File: config.mk
export PLATFORM = sky130hd
export DESIGN_NAME = apb_master_ctrl
export DESIGN_NICKNAME = d
export VERILOG_FILES = /design/src/rtl/apb_bridge_pkg.sv /design/src/rtl/apb_addr_decode.sv /design/src/rtl/apb_master_ctrl.sv
export SDC_FILE = /design/constraint.sdc
export NUM_CORES = 1
export LEC_CHECK = 0
export CAP_MARGIN = 10
export CORE_UTILIZATION = 46
export DETAILED_ROUTE_END_ITERATION = 12
export PLACE_DENSITY = 0.86
export SETUP_SLACK_MARGIN = 0.5
export SYNTH_ARGS = -nofsm -noshare
export SYNTH_HDL_FRONTEND = slang
export SYNTH_SLANG_ARGS = --single-unit
File: constraint.sdc
create_clock -name clk -period 3.8 [get_ports clk]
set_clock_uncertainty 0.1 [all_clocks]
set_input_delay 0.95 -clock clk [delete_from_list [all_inputs] [get_ports clk]]
set_output_delay 0.95 -clock clk [all_outputs]
set_load 0.05 [all_outputs]
File: src/rtl/apb_bridge_pkg.sv
// Shared types and constants for the AXI-to-APB bridge.
// The APB master engine and the AXI-side handler both import this package.
package apb_bridge_pkg;

    typedef enum logic [1:0] {
        ST_IDLE      = 2'd0,
        ST_WAIT_DATA = 2'd1,
        ST_SETUP     = 2'd2,
        ST_ACCESS    = 2'd3
    } apb_state_t;

    localparam logic [31:0] SLV0_BASE_ADDR = 32'h0001_F000;
    localparam logic [31:0] SLV1_BASE_ADDR = 32'h0002_F000;
    localparam logic [31:0] WINDOW_MASK    = 32'hFFFF_F000;

    localparam logic [1:0] OKAY   = 2'b00;
    localparam logic [1:0] SLVERR = 2'b10;

    // Word index inside a 4 KB page; natural 10-bit overflow wraps to the page start.
    function automatic logic [9:0] next_word(input logic [9:0] word);
        return word + 10'd1;
    endfunction

endpackage

File: src/rtl/apb_addr_decode.sv
// Combinational decode of an address into one of two 4 KB slave windows.
module apb_addr_decode
    import apb_bridge_pkg::*;
#(
    parameter int                    ADDR_WIDTH = 32,
    parameter logic [ADDR_WIDTH-1:0] SLV0_BASE  = ADDR_WIDTH'(SLV0_BASE_ADDR),
    parameter logic [ADDR_WIDTH-1:0] SLV1_BASE  = ADDR_WIDTH'(SLV1_BASE_ADDR)
) (
    input  logic [ADDR_WIDTH-1:0] addr,
    output logic [1:0]            sel,
    output logic                  hit
);

    localparam logic [ADDR_WIDTH-1:0] WIN_MASK = ~ADDR_WIDTH'(~WINDOW_MASK);

    logic match0;
    logic match1;

    assign match0 = (((addr ^ SLV0_BASE) & WIN_MASK) == '0);
    assign match1 = (((addr ^ SLV1_BASE) & WIN_MASK) == '0);

    // Slave 0 takes priority should the two windows ever be configured to overlap.
    always_comb begin
        sel = 2'b00;
        if (match0) begin
            sel = 2'b01;
        end else if (match1) begin
            sel = 2'b10;
        end
    end

    assign hit = |sel;

endmodule

File: src/rtl/apb_master_ctrl.sv
// APB3 master engine of the AXI-to-APB bridge: runs read/write bursts beat by beat
// as SETUP/ACCESS transfers and reports read data, completion and error status.
module apb_master_ctrl
    import apb_bridge_pkg::*;
#(
    parameter int                    ADDR_WIDTH     = 32,
    parameter int                    DATA_WIDTH     = 32,
    parameter int                    TIMEOUT_CYCLES = 16,
    parameter logic [ADDR_WIDTH-1:0] SLV0_BASE      = ADDR_WIDTH'(SLV0_BASE_ADDR),
    parameter logic [ADDR_WIDTH-1:0] SLV1_BASE      = ADDR_WIDTH'(SLV1_BASE_ADDR)
) (
    input  logic                  clk,
    input  logic                  rst_n,
    input  logic                  wr_trans_i,
    input  logic                  rd_trans_i,
    input  logic [ADDR_WIDTH-1:0] trans_addr_i,
    input  logic [3:0]            burst_len_i,
    output logic [DATA_WIDTH-1:0] read_data_o,
    output logic                  trans_done_o,
    output logic                  trans_error_o,
    input  logic [DATA_WIDTH-1:0] fifo_rdata_i,
    input  logic                  fifo_empty_i,
    output logic                  fifo_rden_o,
    output logic [ADDR_WIDTH-1:0] paddr_o,
    output logic [1:0]            psel_o,
    output logic                  penable_o,
    output logic                  pwrite_o,
    output logic [DATA_WIDTH-1:0] pwdata_o,
    input  logic [DATA_WIDTH-1:0] prdata_i,
    input  logic                  pready_i,
    input  logic                  pslverr_i,
    output logic                  busy_o
);

    localparam int              CW         = (TIMEOUT_CYCLES > 1) ? $clog2(TIMEOUT_CYCLES + 1) : 1;
    localparam bit              TIMEOUT_EN = (TIMEOUT_CYCLES > 0);
    localparam logic [CW-1:0]   WAIT_LAST  = (TIMEOUT_CYCLES > 0) ? CW'(TIMEOUT_CYCLES - 1) : '0;

    apb_state_t            state;
    apb_state_t            state_nxt;

    logic                  rd_prev;
    logic                  wr_prev;
    logic                  rd_rise;
    logic                  wr_rise;

    logic [ADDR_WIDTH-1:0] addr_q;
    logic [3:0]            beats_left;
    logic                  is_read;
    logic                  err_acc;
    logic [CW-1:0]         wait_cnt;

    logic [1:0]            dec_sel;
    logic                  dec_hit;

    logic                  beat_end;
    logic                  beat_err;
    logic                  timeout;
    logic                  last_beat;
    logic                  apb_active;
    logic                  start;

    apb_addr_decode #(
        .ADDR_WIDTH (ADDR_WIDTH),
        .SLV0_BASE  (SLV0_BASE),
        .SLV1_BASE  (SLV1_BASE)
    ) u_decode (
        .addr (addr_q),
        .sel  (dec_sel),
        .hit  (dec_hit)
    );

    assign rd_rise   = rd_trans_i & ~rd_prev;
    assign wr_rise   = wr_trans_i & ~wr_prev;
    assign start     = (state == ST_IDLE) && (rd_rise || wr_rise);
    assign last_beat = (beats_left == 4'd0);

    // Edge detectors track the request levels continuously, so a level that rises
    // while a burst is running never starts a transaction later on.
    always_ff @(posedge clk or negedge rst_n) begin
        if (!rst_n) begin
            rd_prev <= 1'b0;
            wr_prev <= 1'b0;
        end else begin
            rd_prev <= rd_trans_i;
            wr_prev <= wr_trans_i;
        end
    end

    always_ff @(posedge clk or negedge rst_n) begin
        if (!rst_n) begin
            state <= ST_IDLE;
        end else begin
            state <= state_nxt;
        end
    end

    // An undecoded beat ends in SETUP without ever raising psel or penable.
    always_comb begin
        state_nxt   = state;
        beat_end    = 1'b0;
        beat_err    = 1'b0;
        timeout     = 1'b0;
        fifo_rden_o = 1'b0;
        case (state)
            ST_IDLE: begin
                if (rd_rise) begin
                    state_nxt = ST_SETUP;
                end else if (wr_rise) begin
                    state_nxt = ST_WAIT_DATA;
                end
            end
            ST_WAIT_DATA: begin
                if (!fifo_empty_i) begin
                    fifo_rden_o = 1'b1;
                    state_nxt   = ST_SETUP;
                end
            end
            ST_SETUP: begin
                if (dec_hit) begin
                    state_nxt = ST_ACCESS;
                end else begin
                    beat_end = 1'b1;
                    beat_err = 1'b1;
                end
            end
            ST_ACCESS: begin
                timeout = TIMEOUT_EN && !pready_i && (wait_cnt == WAIT_LAST);
                if (pready_i || timeout) begin
                    beat_end = 1'b1;
                    beat_err = (pready_i & pslverr_i) | timeout;
                end
            end
            default: state_nxt = ST_IDLE;
        endcase
        if (beat_end) begin
            if (last_beat) begin
                state_nxt = ST_IDLE;
            end else if (is_read) begin
                state_nxt = ST_SETUP;
            end else begin
                state_nxt = ST_WAIT_DATA;
            end
        end
    end

    assign apb_active = (state == ST_SETUP) || (state == ST_ACCESS);
    assign psel_o     = apb_active ? dec_sel : 2'b00;
    assign penable_o  = (state == ST_ACCESS);
    assign pwrite_o   = apb_active & ~is_read;
    assign paddr_o    = addr_q;
    assign busy_o     = (state != ST_IDLE);

    // Reads report every beat; writes fold beat errors together and report once.
    always_ff @(posedge clk or negedge rst_n) begin
        if (!rst_n) begin
            addr_q        <= '0;
            beats_left    <= 4'd0;
            is_read       <= 1'b0;
            err_acc       <= 1'b0;
            wait_cnt      <= '0;
            pwdata_o      <= '0;
            read_data_o   <= '0;
            trans_done_o  <= 1'b0;
            trans_error_o <= 1'b0;
        end else begin
            trans_done_o  <= 1'b0;
            trans_error_o <= 1'b0;

            if (start) begin
                addr_q     <= trans_addr_i;
                beats_left <= burst_len_i;
                is_read    <= rd_rise;
                err_acc    <= 1'b0;
            end

            if (fifo_rden_o) begin
                pwdata_o <= fifo_rdata_i;
            end

            if (state == ST_SETUP) begin
                wait_cnt <= '0;
            end else if (state == ST_ACCESS && wait_cnt != '1) begin
                wait_cnt <= wait_cnt + 1'b1;
            end

            if (beat_end) begin
                if (is_read) begin
                    read_data_o   <= (state == ST_ACCESS && pready_i) ? prdata_i : '0;
                    trans_done_o  <= 1'b1;
                    trans_error_o <= beat_err;
                end else begin
                    err_acc <= err_acc | beat_err;
                    if (last_beat) begin
                        trans_done_o  <= 1'b1;
                        trans_error_o <= err_acc | beat_err;
                    end
                end
                if (!last_beat) begin
                    beats_left <= beats_left - 4'd1;
                    addr_q     <= {addr_q[ADDR_WIDTH-1:12], next_word(addr_q[11:2]), addr_q[1:0]};
                end
            end
        end
    end

endmodule

== After elaboration in Yosys (flattened, before gate mapping) ==
Index checks and enable logic that the tools add are counted.
Storage, ports and cells
  register bits: 113
  bits in latches: 0
  bits in read-only memories: 0
  word-level logic and storage cells: 90
  memories kept: 0
  bits in writable memories: 0
Operators by class
  reductions and logical operators: 18
  equal/unequal tests: 9
  $add $sub $neg: 3
  order comparisons: 0
  multiply operators: 0
  bitwise logic cells: 11
  shift operators: 0
  multiplexer cells: 36
  divide/modulo/power cells: 0
Operators with widths (count)
  $mux W32: 4
  $logic_not A32 Y1: 2
  $mux W2: 10
  $mux W1: 14
  $mux W4: 3
  $add A10 B1 Y10 const B: 1
  $mux W5: 2
  $not A5 Y5: 2
  $ne A3 B3 Y1 const B: 2
  $pmux W2 S3: 1
  $add A5 B1 Y5 const B: 1
  $eq A5 B4 Y1 const B: 1
  $ne A5 B5 Y1 const B: 1
  $and A1 B1 Y1: 4
  $eq A2 B2 Y1 const B: 2
  $logic_and A1 B1 Y1: 4
  $logic_not A4 Y1: 1
  $ne A4 B4 Y1 const B: 1
  $pmux W1 S2: 2
  $reduce_and A4 Y1: 1
  $reduce_bool A2 Y1: 2
  $reduce_bool A4 Y1: 1
  $sub A4 B1 Y4 const B: 1
  $logic_or A1 B1 Y1: 3
  other kinds (8): 11

== Depth between registers and ports, before layout ==
Gate-level depths: netlist of the first run.
  word-level depth: 11
  mapped depth: 10
  depth with buffers taken out: 9

== By module ==
Synthesis of the first run repeated with hierarchy kept, for this count alone.
Unflattened totals
  cells, all modules: 439
  area, all modules: 5119.9 um2
By module, submodules not included
  apb_master_ctrl: cells an instance 427, seq. area each 2827.7 um2, area an instance 5029.8 um2, times used 1
  apb_addr_decode: cells an instance 12, seq. area each 0.0 um2, area an instance 90.1 um2, times used 1

== Worst setup path after synthesis of the first run ==
OpenSTA, ideal clock, no wires.
  kind: register -> output
  start: register addr_q[19], in the netlist paddr_o[19]
  end: output psel_o[0]
  data required time: 2.750 ns
  setup slack: 0.199 ns
  stages on the path, launching flop included: 6
  data arrival time: 2.551 ns
  cell sequence: dfrtp_1 > nor4b_1 > nand3_1 > nor2_1 > o21ai_0 > nor3b_1
Between the ends
  word-level cells in the longest chain between the ends: 3
Ends and longest elaborated chain
  from (decl): RTL line apb_master_ctrl.sv:47  | logic [ADDR_WIDTH-1:0] addr_q;
  from (signal assigned): RTL line apb_master_ctrl.sv:171  | addr_q <= trans_addr_i;
  from (signal assigned): RTL line apb_master_ctrl.sv:201  | addr_q <= {addr_q[ADDR_WIDTH-1:12], next_word(addr_q[11:2]), addr_q[1:0]};
  $logic_not A32 Y1: RTL line apb_addr_decode.sv:19  | assign match0 = (((addr ^ SLV0_BASE) & WIN_MASK) == '0);
  $mux W2: RTL line apb_addr_decode.sv:25  | if (match0) begin
  $mux W2: RTL line apb_master_ctrl.sv:148  | assign psel_o = apb_active ? dec_sel : 2'b00;
  to (decl): RTL line apb_master_ctrl.sv:25  | output logic [1:0] psel_o,
Every way passes these cells.

== Worst setup path after layout of the first run ==
  start: register addr_q[26], in the netlist paddr_o[26]
  end: output psel_o[1]
Between the ends
  word-level cells in the longest chain between the ends: 4
  elaborated cells on any way between the ends: 5
  classes of those cells: mux: 3; reduce/logical: 2
Ends and longest elaborated chain
  $logic_not A32 Y1: RTL line apb_addr_decode.sv:20  | assign match1 = (((addr ^ SLV1_BASE) & WIN_MASK) == '0);
  $mux W2: RTL line apb_addr_decode.sv:27  | end else if (match1) begin
  $mux W2 *: RTL line apb_addr_decode.sv:25
  $mux W2 *: RTL line apb_master_ctrl.sv:148
Mark *: on every way between the ends. The rest lies on a longest branch, timed or not.

==> run_results.csv, run 1 <==
group,metric,value,unit
floorplanning,die_area,0.0111,mm²
yosys,synthTopCellsByArea,"dfrtp_1 57%, mux2_2 12%, nand2_1 5.9%",
status,outcome,"complete, no violations",
floorplanning,die_x,105,µm
placed_design,placedCellCount,765,
layout,fillers,724,
yosys,ys_seq_area_share,57.4,%
pwr,seq_power_share,26.4,%
yosys,synthArstFlopShare,100,%
clocking,clock-root-buffer,"clkbuf_8",
clocking,clk_pin_slew,60,ps
sta,fin_setup_tns,0,ps
critical_path,critPathMaxStageDelay,400,ps
routing,drtAntennaViolNets,0,
clocking,cts_tree,"yes",
yosys,synth_edf_count,0,
critical_path,cp-start-kind,"flop",
placed_design,place_hpwl,9.51,mm
grt,antenna_found_initial,0,
routing,drt-total-wl,13.3,mm
sta,setup_viol_count_final,0,
yosys,synth_largest_area_cell,"dfrtp_1",
yosys,avgSynthCellArea,11.3,µm²
pwr,swShare,45.3,%
grt,grt_usage,24.8,%
pwr,p_total,7950,µW
critical_path,path_buf_inv,1,
grt,grt_pass1_wl,21.3,mm
critical_path,critPathKind,"reg2out",
pwr,power.density,1020,mW/mm²
sta,fmax,314,MHz
yosys,synth_seq_cells,113,
critical_path,cp_slowest_cell,"dfrtp_1",
floorplanning,start_util,47.5,%
sta,relSlewSlack,47.9,%
pwr,combPwrFrac,53.2,%
min_path,hp-class,"reg2reg",
routing,viasPerCell,5.23,
placed_design,post_dp_cell_area,0.00717,mm²
critical_path,critical-path-top-delay-family,"simple AND/OR/NAND/NOR gates",
floorplanning,fp-row-count,37,
layout,areaGrowthSynthToFinish,58.2,%
layout,nNetsFinal,766,
clocking,cts_buffer_depth,2,
floorplanning,core_area,0.0104,mm²
pwr,p_leak,0.00328,µW
layout,antennaDiodeCount,0,
critical_path,cp.arrival,2140,ps
yosys,synth_area,0.00492,mm²
critical_path,cp-end-kind,"output port",
pwr,clockPowerShare,20.3,%
routing,wl_per_cell,16.7,µm
clocking,cts_buffers,17,
critical_path,required,2750,ps
pwr,p_switching,3600,µW
sta,final-hold-violation-count,0,
routing,drc,0,
job,drv_cap,0,
pwr,irDropWorstVdd,0.558,mV
floorplanning,fp.dieH,105,µm
sta,period_share,83.9,%
placed_design,place_congestion,0.815,
yosys,yosysWarnings,0,
layout,drive_gt1_share,16.0,%
grt,grt_max_degree,65,
clocking,hold_buffers,0,
sta,maxSlewViolCount,0,
pwr,p_int,4350,µW
clocking,clock-sinks,113,
critical_path,r2r_start,"wait_cnt[0]$_DFFE_PN0P_",
sta,rsz0062_at_grt,"yes",
grt,overflow,0,
critical_path,crit_chain,"nor4_1, nand3_1, nor2_2, o21ai_0, nor3b_1, clkbuf_4",
sta,tightest_slew,779,ps
clocking,clock_latency,510,ps
sta,fin_crit,3190,ps
yosys,yosysUniqueCellTypes,50,
critical_path,startpoint,"paddr_o[26]$_DFFE_PN0P_",
layout,fin_area,0.00779,mm²
yosys,synthesis.nets,551,
routing,drtIter0Drc,176,
placed_design,io_buffers,210,
floorplanning,num_io_pins,211,
clocking,cts_max_level,4,
yosys,synth_ff_type,"dfrtp_1",
yosys,synth.top_cell.area_share,57.4,%
routing,first_pass_iters,4,
layout,fin_cells,798,
grt,grt_pass1_vias,4335,
routing,vias,4177,
yosys,syn_inst,434,
critical_path,critPathMaxFanout,3,
min_path,min_from,"read_data_o[8]$_DFFE_PN0P_",
[what timing repair did]
item | in CTS | in global routing
gates resized for setup | 12 | 8
setup buffers | 1 | 0
endpoints found under the setup margin | 3 | 4
pin swaps | 1 | 1
[synth_stat cells, types with 3 or more instances]
| cell type | n |
|---|---|
| xor2_1 | 3 |
| o21a_1 | 3 |
| nand2b_1 | 3 |
| a21o_1 | 4 |
| buf_2 | 5 |
| mux2_2 | 51 |
| o21ai_0 | 41 |
| a211oi_1 | 3 |
| dfrtp_1 | 113 |
| inv_1 | 11 |
| mux2_1 | 4 |
| nand3_1 | 8 |
| clkbuf_1 | 11 |
| ha_1 | 10 |
| o221a_2 | 4 |
| nand2_1 | 77 |
| nor2b_1 | 3 |
| nor2_1 | 21 |
| o22ai_1 | 3 |
| a21oi_1 | 9 |
| nor3_1 | 5 |
[final timing paths]
check	to	slack, ps	cells past startpoint
setup / recovery	psel_o[1]	610	6
setup reg to reg	read_data_o[9]$_DFFE_PN0P_	1010	9
hold / removal	read_data_o[8]$_DFFE_PN0P_	380	2
max in group asynchronous	trans_done_o$_DFF_PN0_	2420	2
min in group asynchronous	pwdata_o[17]$_DFFE_PN0P_	410	1
hold reg to reg	read_data_o[8]$_DFFE_PN0P_	380	2
[metal layers]
layer	GRT usage (%)	vias up	part of all wire, %
li1	-	1948	-
met1	26.9	2057	39
met2	45.6	153	53
met3	7.17	19	5.9
met4	8.85	0	2.0
met5	0	-	0
[power groups by stage]
stage | Sequential, µW | Clock (µW) | Combinational [µW]
after global routing | 2170 | 1710 | 4440
after detailed placement | 2110 | 0 | 4230
final | 2100 | 1620 | 4230
after global placement | 2060 | 0 | 4120
after CTS | 2100 | 1640 | 4250
after floorplan | 3630 | 0 | 1260
[cell usage in the layout, fill, tap and decap left out, types with 2 or more instances in the layout]
cell and n:
buf_4 8, nor4_1 2, nand4_1 2, nor2_1 20, ha_1 10, nand3_1 8
a221o_1 2, clkinvlp_4 2, a211oi_1 3, o21ai_1 2, mux2_1 4, clkbuf_1 2
o22ai_1 3, o21a_1 3, a21oi_1 9, mux2i_1 2, clkbuf_16 16, clkdlybuf4s50_1 204
o21ai_2 2, o221a_2 4, a21o_1 4, clkbuf_8 3, a21boi_0 2, nor2b_1 2
nor3_1 5, buf_12 3, and2_1 2, dfrtp_1 113, nor3b_1 2, o21ai_0 41
and3_1 2, nand2b_1 3, clkinv_2 5, bufinv_16 4, mux2_2 51, xor2_1 3
inv_1 11, nand2_1 77
[logic make-up (layout without fill, tap and decap cells)]
| kind of cell | after synthesis | count (layout) | share of synthesized area, % |
|---|---|---|---|
| flip-flops | 113 | 113 | 57.4 |
| adder cells (fa/ha/maj) | 10 | 10 | 2.54 |
| XOR/XNOR | 4 | 4 | 0.712 |
| AND/OR/NAND/NOR | 132 | 132 | 12.1 |
| multiplexers | 57 | 57 | 13.0 |
| buffers and inverters | 33 | 261 | 3.15 |
| AO/OA/AOI/OAI | 85 | 85 | 11.1 |
[registers in the layout, summed over array words and instances (netlist names)]
signal	cells
beats_left	4
err_acc	1
is_read	1
paddr_o	32
pwdata_o	32
rd_prev	1
read_data_o	32
state	2
trans_done_o	1
trans_error_o	1
wait_cnt	5
wr_prev	1
[stage by stage]
step / hold slack, ps / util [%] / setup slack, ps
2_1_floorplan: 356 / - / 199
3_3_place_gp: 362 / 69.1 / 458
3_5_place_dp: 370 / 69.1 / 416
4_1_cts: 386 / 75.0 / 375
5_1_grt: 407 / 75.1 / 486
6_report: 381 / 75.1 / 612
[final cells by class]
type	instances	area, µm²	area share [%]
Clock buffer	21	449	5.77
Inverter	11	41.3	0.530
Sequential cell	113	2830	36.3
Clock inverter	11	160	2.06
Timing Repair Buffer	218	2190	28.1
Tap cell	136	170	2.19
Multi-Input combinational cell	288	1950	25.1
[worst register-to-register path, delay by kind of cell, from the launching register on]
kind | cells | cell delay (ps)
AO/OA/AOI/OAI | 3 | 780
adder cells (fa/ha/maj) | 2 | 420
buffers and inverters | 1 | 440
flip-flops | 1 | 400
AND/OR/NAND/NOR | 3 | 490
No activity file was read; power rests on OpenSTA's default activity.
==> run 2, diff against run 1 <==
- CORE_UTILIZATION: 46 -> 43
- PLACE_DENSITY: 0.86 -> 0.81
- clock period: 3.8 -> 3.11 ns (I/O delays scaled with it)
==> run 2 against run 1 <==
Against the previous run: total power up 27%; utilization is 1.8 points lower; clock-buffer cell count up 1; final area rose by 3.4%; combinational power grew 27%; critical path depth did not move; wire length rose by 1.7%; highest routed layer unchanged.
==> run_results.csv, run 2 (synthesis gave the netlist of run 1 again) <==
group,metric,value,unit
sta,relSlewSlack,59.5,%
critical_path,critPathMaxFanout,3,
clocking,cts_buffers,17,
pwr,power.density,1250,mW/mm²
floorplanning,die_area,0.0119,mm²
layout,antennaDiodeCount,0,
sta,tightest_slew,607,ps
critical_path,required,2230,ps
sta,setup_viol_count_final,0,
clocking,cts_tree,"yes",
placed_design,place_hpwl,9.34,mm
sta,maxSlewViolCount,0,
grt,grt_pass1_vias,4363,
floorplanning,num_io_pins,211,
layout,drive_gt1_share,20.7,%
grt,overflow,0,
clocking,hold_buffers,0,
routing,drtIter0Drc,221,
critical_path,cp-start-kind,"flop",
sta,hold_slack,257,ps
critical_path,critPathMaxStageDelay,420,ps
routing,first_pass_iters,4,
sta,final-hold-violation-count,0,
grt,grt_usage,23.3,%
clocking,clock-sinks,113,
pwr,p_leak,0.00336,µW
sta,period_share,91.6,%
routing,drt-total-wl,13.5,mm
floorplanning,core_area,0.0110,mm²
floorplanning,fp-row-count,38,
min_path,hp-class,"in2async",
sta,fin_setup_tns,0,ps
pwr,irDropWorstVdd,0.913,mV
routing,wl_per_cell,16.7,µm
floorplanning,fp.dieH,109,µm
critical_path,cp_slowest_cell,"dfrtp_2",
sta,fin_crit,2850,ps
clocking,cts_buffer_depth,2,
layout,layout_commonest_cell,"clkdlybuf4s50_1",
clocking,clock-root-buffer,"clkbuf_16",
floorplanning,start_util,44.8,%
clocking,cts_max_level,4,
routing,viasPerCell,5.18,
critical_path,cp.arrival,1970,ps
critical_path,crit_chain,"nor4b_2, nand3_1, nor2_2, o21ai_2, nor3b_4, buf_12",
clocking,clock_latency,420,ps
routing,drc,0,
floorplanning,die_x,109,µm
critical_path,critPathKind,"reg2out",
critical_path,path_buf_inv,1,
grt,antenna_found_initial,0,
layout,areaGrowthSynthToFinish,63.6,%
placed_design,place_congestion,0.858,
sta,rsz0062_at_grt,"yes",
critical_path,critical-path-top-delay-family,"simple AND/OR/NAND/NOR gates",
status,outcome,"complete, no violations",
placed_design,io_buffers,210,
sta,fmax,351,MHz
clocking,clk_pin_slew,50,ps
critical_path,cp-end-kind,"output port",
routing,vias,4195,
layout,nNetsFinal,774,
routing,drtAntennaViolNets,0,
layout,fillers,756,
grt,grt_pass1_wl,21.0,mm
job,drv_cap,0,
grt,grt_max_degree,68,
layout,layout_common_cells,"201 x clkdlybuf4s50_1, 99 x dfrtp_1, 76 x nand2_1",
==> run 2: per-stage QoR <==
stage	util, %	instance area (µm²)	cells	setup WS, ps	power, µW
6_report	73.3	8050	810	262	10100
3_5_place_dp	66.0	7250	769	84.1	7770
2_1_floorplan	-	4980	434	475	6020
3_3_place_gp	66.0	7250	769	240	7620
5_1_grt	73.3	8050	810	183	10600
4_1_cts	72.3	7940	805	249	9970
==> run 2: final cells by class <==
| class | count | area [µm²] | share of cell area, % |
|---|---|---|---|
| Inverter | 11 | 41.3 | 0.513 |
| Clock inverter | 10 | 181 | 2.25 |
| Multi-Input combinational cell | 288 | 2040 | 25.4 |
| Timing Repair Buffer | 226 | 2300 | 28.6 |
| Sequential cell | 113 | 2850 | 35.3 |
| Tap cell | 140 | 175 | 2.17 |
| Clock buffer | 22 | 464 | 5.76 |
==> run 2: worst paths after layout <==
path	startpoint	end	slack (ps)	depth (start not counted)
worst max-delay path	paddr_o[19]$_DFFE_PN0P_	psel_o[1]	260	6
worst min-delay path	rst_n	paddr_o[6]$_DFF_PN0_	260	1
worst max register to register	wait_cnt[0]$_DFFE_PN0P_	paddr_o[29]$_DFFE_PN0P_	570	9
worst min register to register	read_data_o[25]$_DFFE_PN0P_	read_data_o[25]$_DFFE_PN0P_	380	2
max in group asynchronous	rst_n	paddr_o[30]$_DFFE_PN0P_	1840	2
min in group clk	read_data_o[25]$_DFFE_PN0P_	read_data_o[25]$_DFFE_PN0P_	380	2
==> run 2: worst reg2reg max path, stage by stage (launching register included) <==
cell and delay, ps:
dfrtp_1 400, ha_1 220, and3_1 200, ha_1 220, o21ai_2 210, nand4_2 200, o22ai_4 230, o21ai_2 100
buf_8 200, mux2_1 350
==> run 2: per-layer routing <==
layer / part of all wire (%) / track usage, %
met1: 40 / 28.0
met2: 51 / 38.7
met3: 7.8 / 7.35
met4: 2.1 / 9.17
met5: 0 / 0
==> run 2: what timing repair did <==
item	CTS	global route
gates cloned	0	1
buffers inserted	4	4
pin swaps	3	4
gates resized for setup	11	11
setup endpoints to repair	62	52
==> run 2: power by group <==
group	switching, µW	leakage, µW	internal (µW)
combinational	3340	0.00166	2020
sequential	499	0.00139	2120
clock	662	0.000314	1460
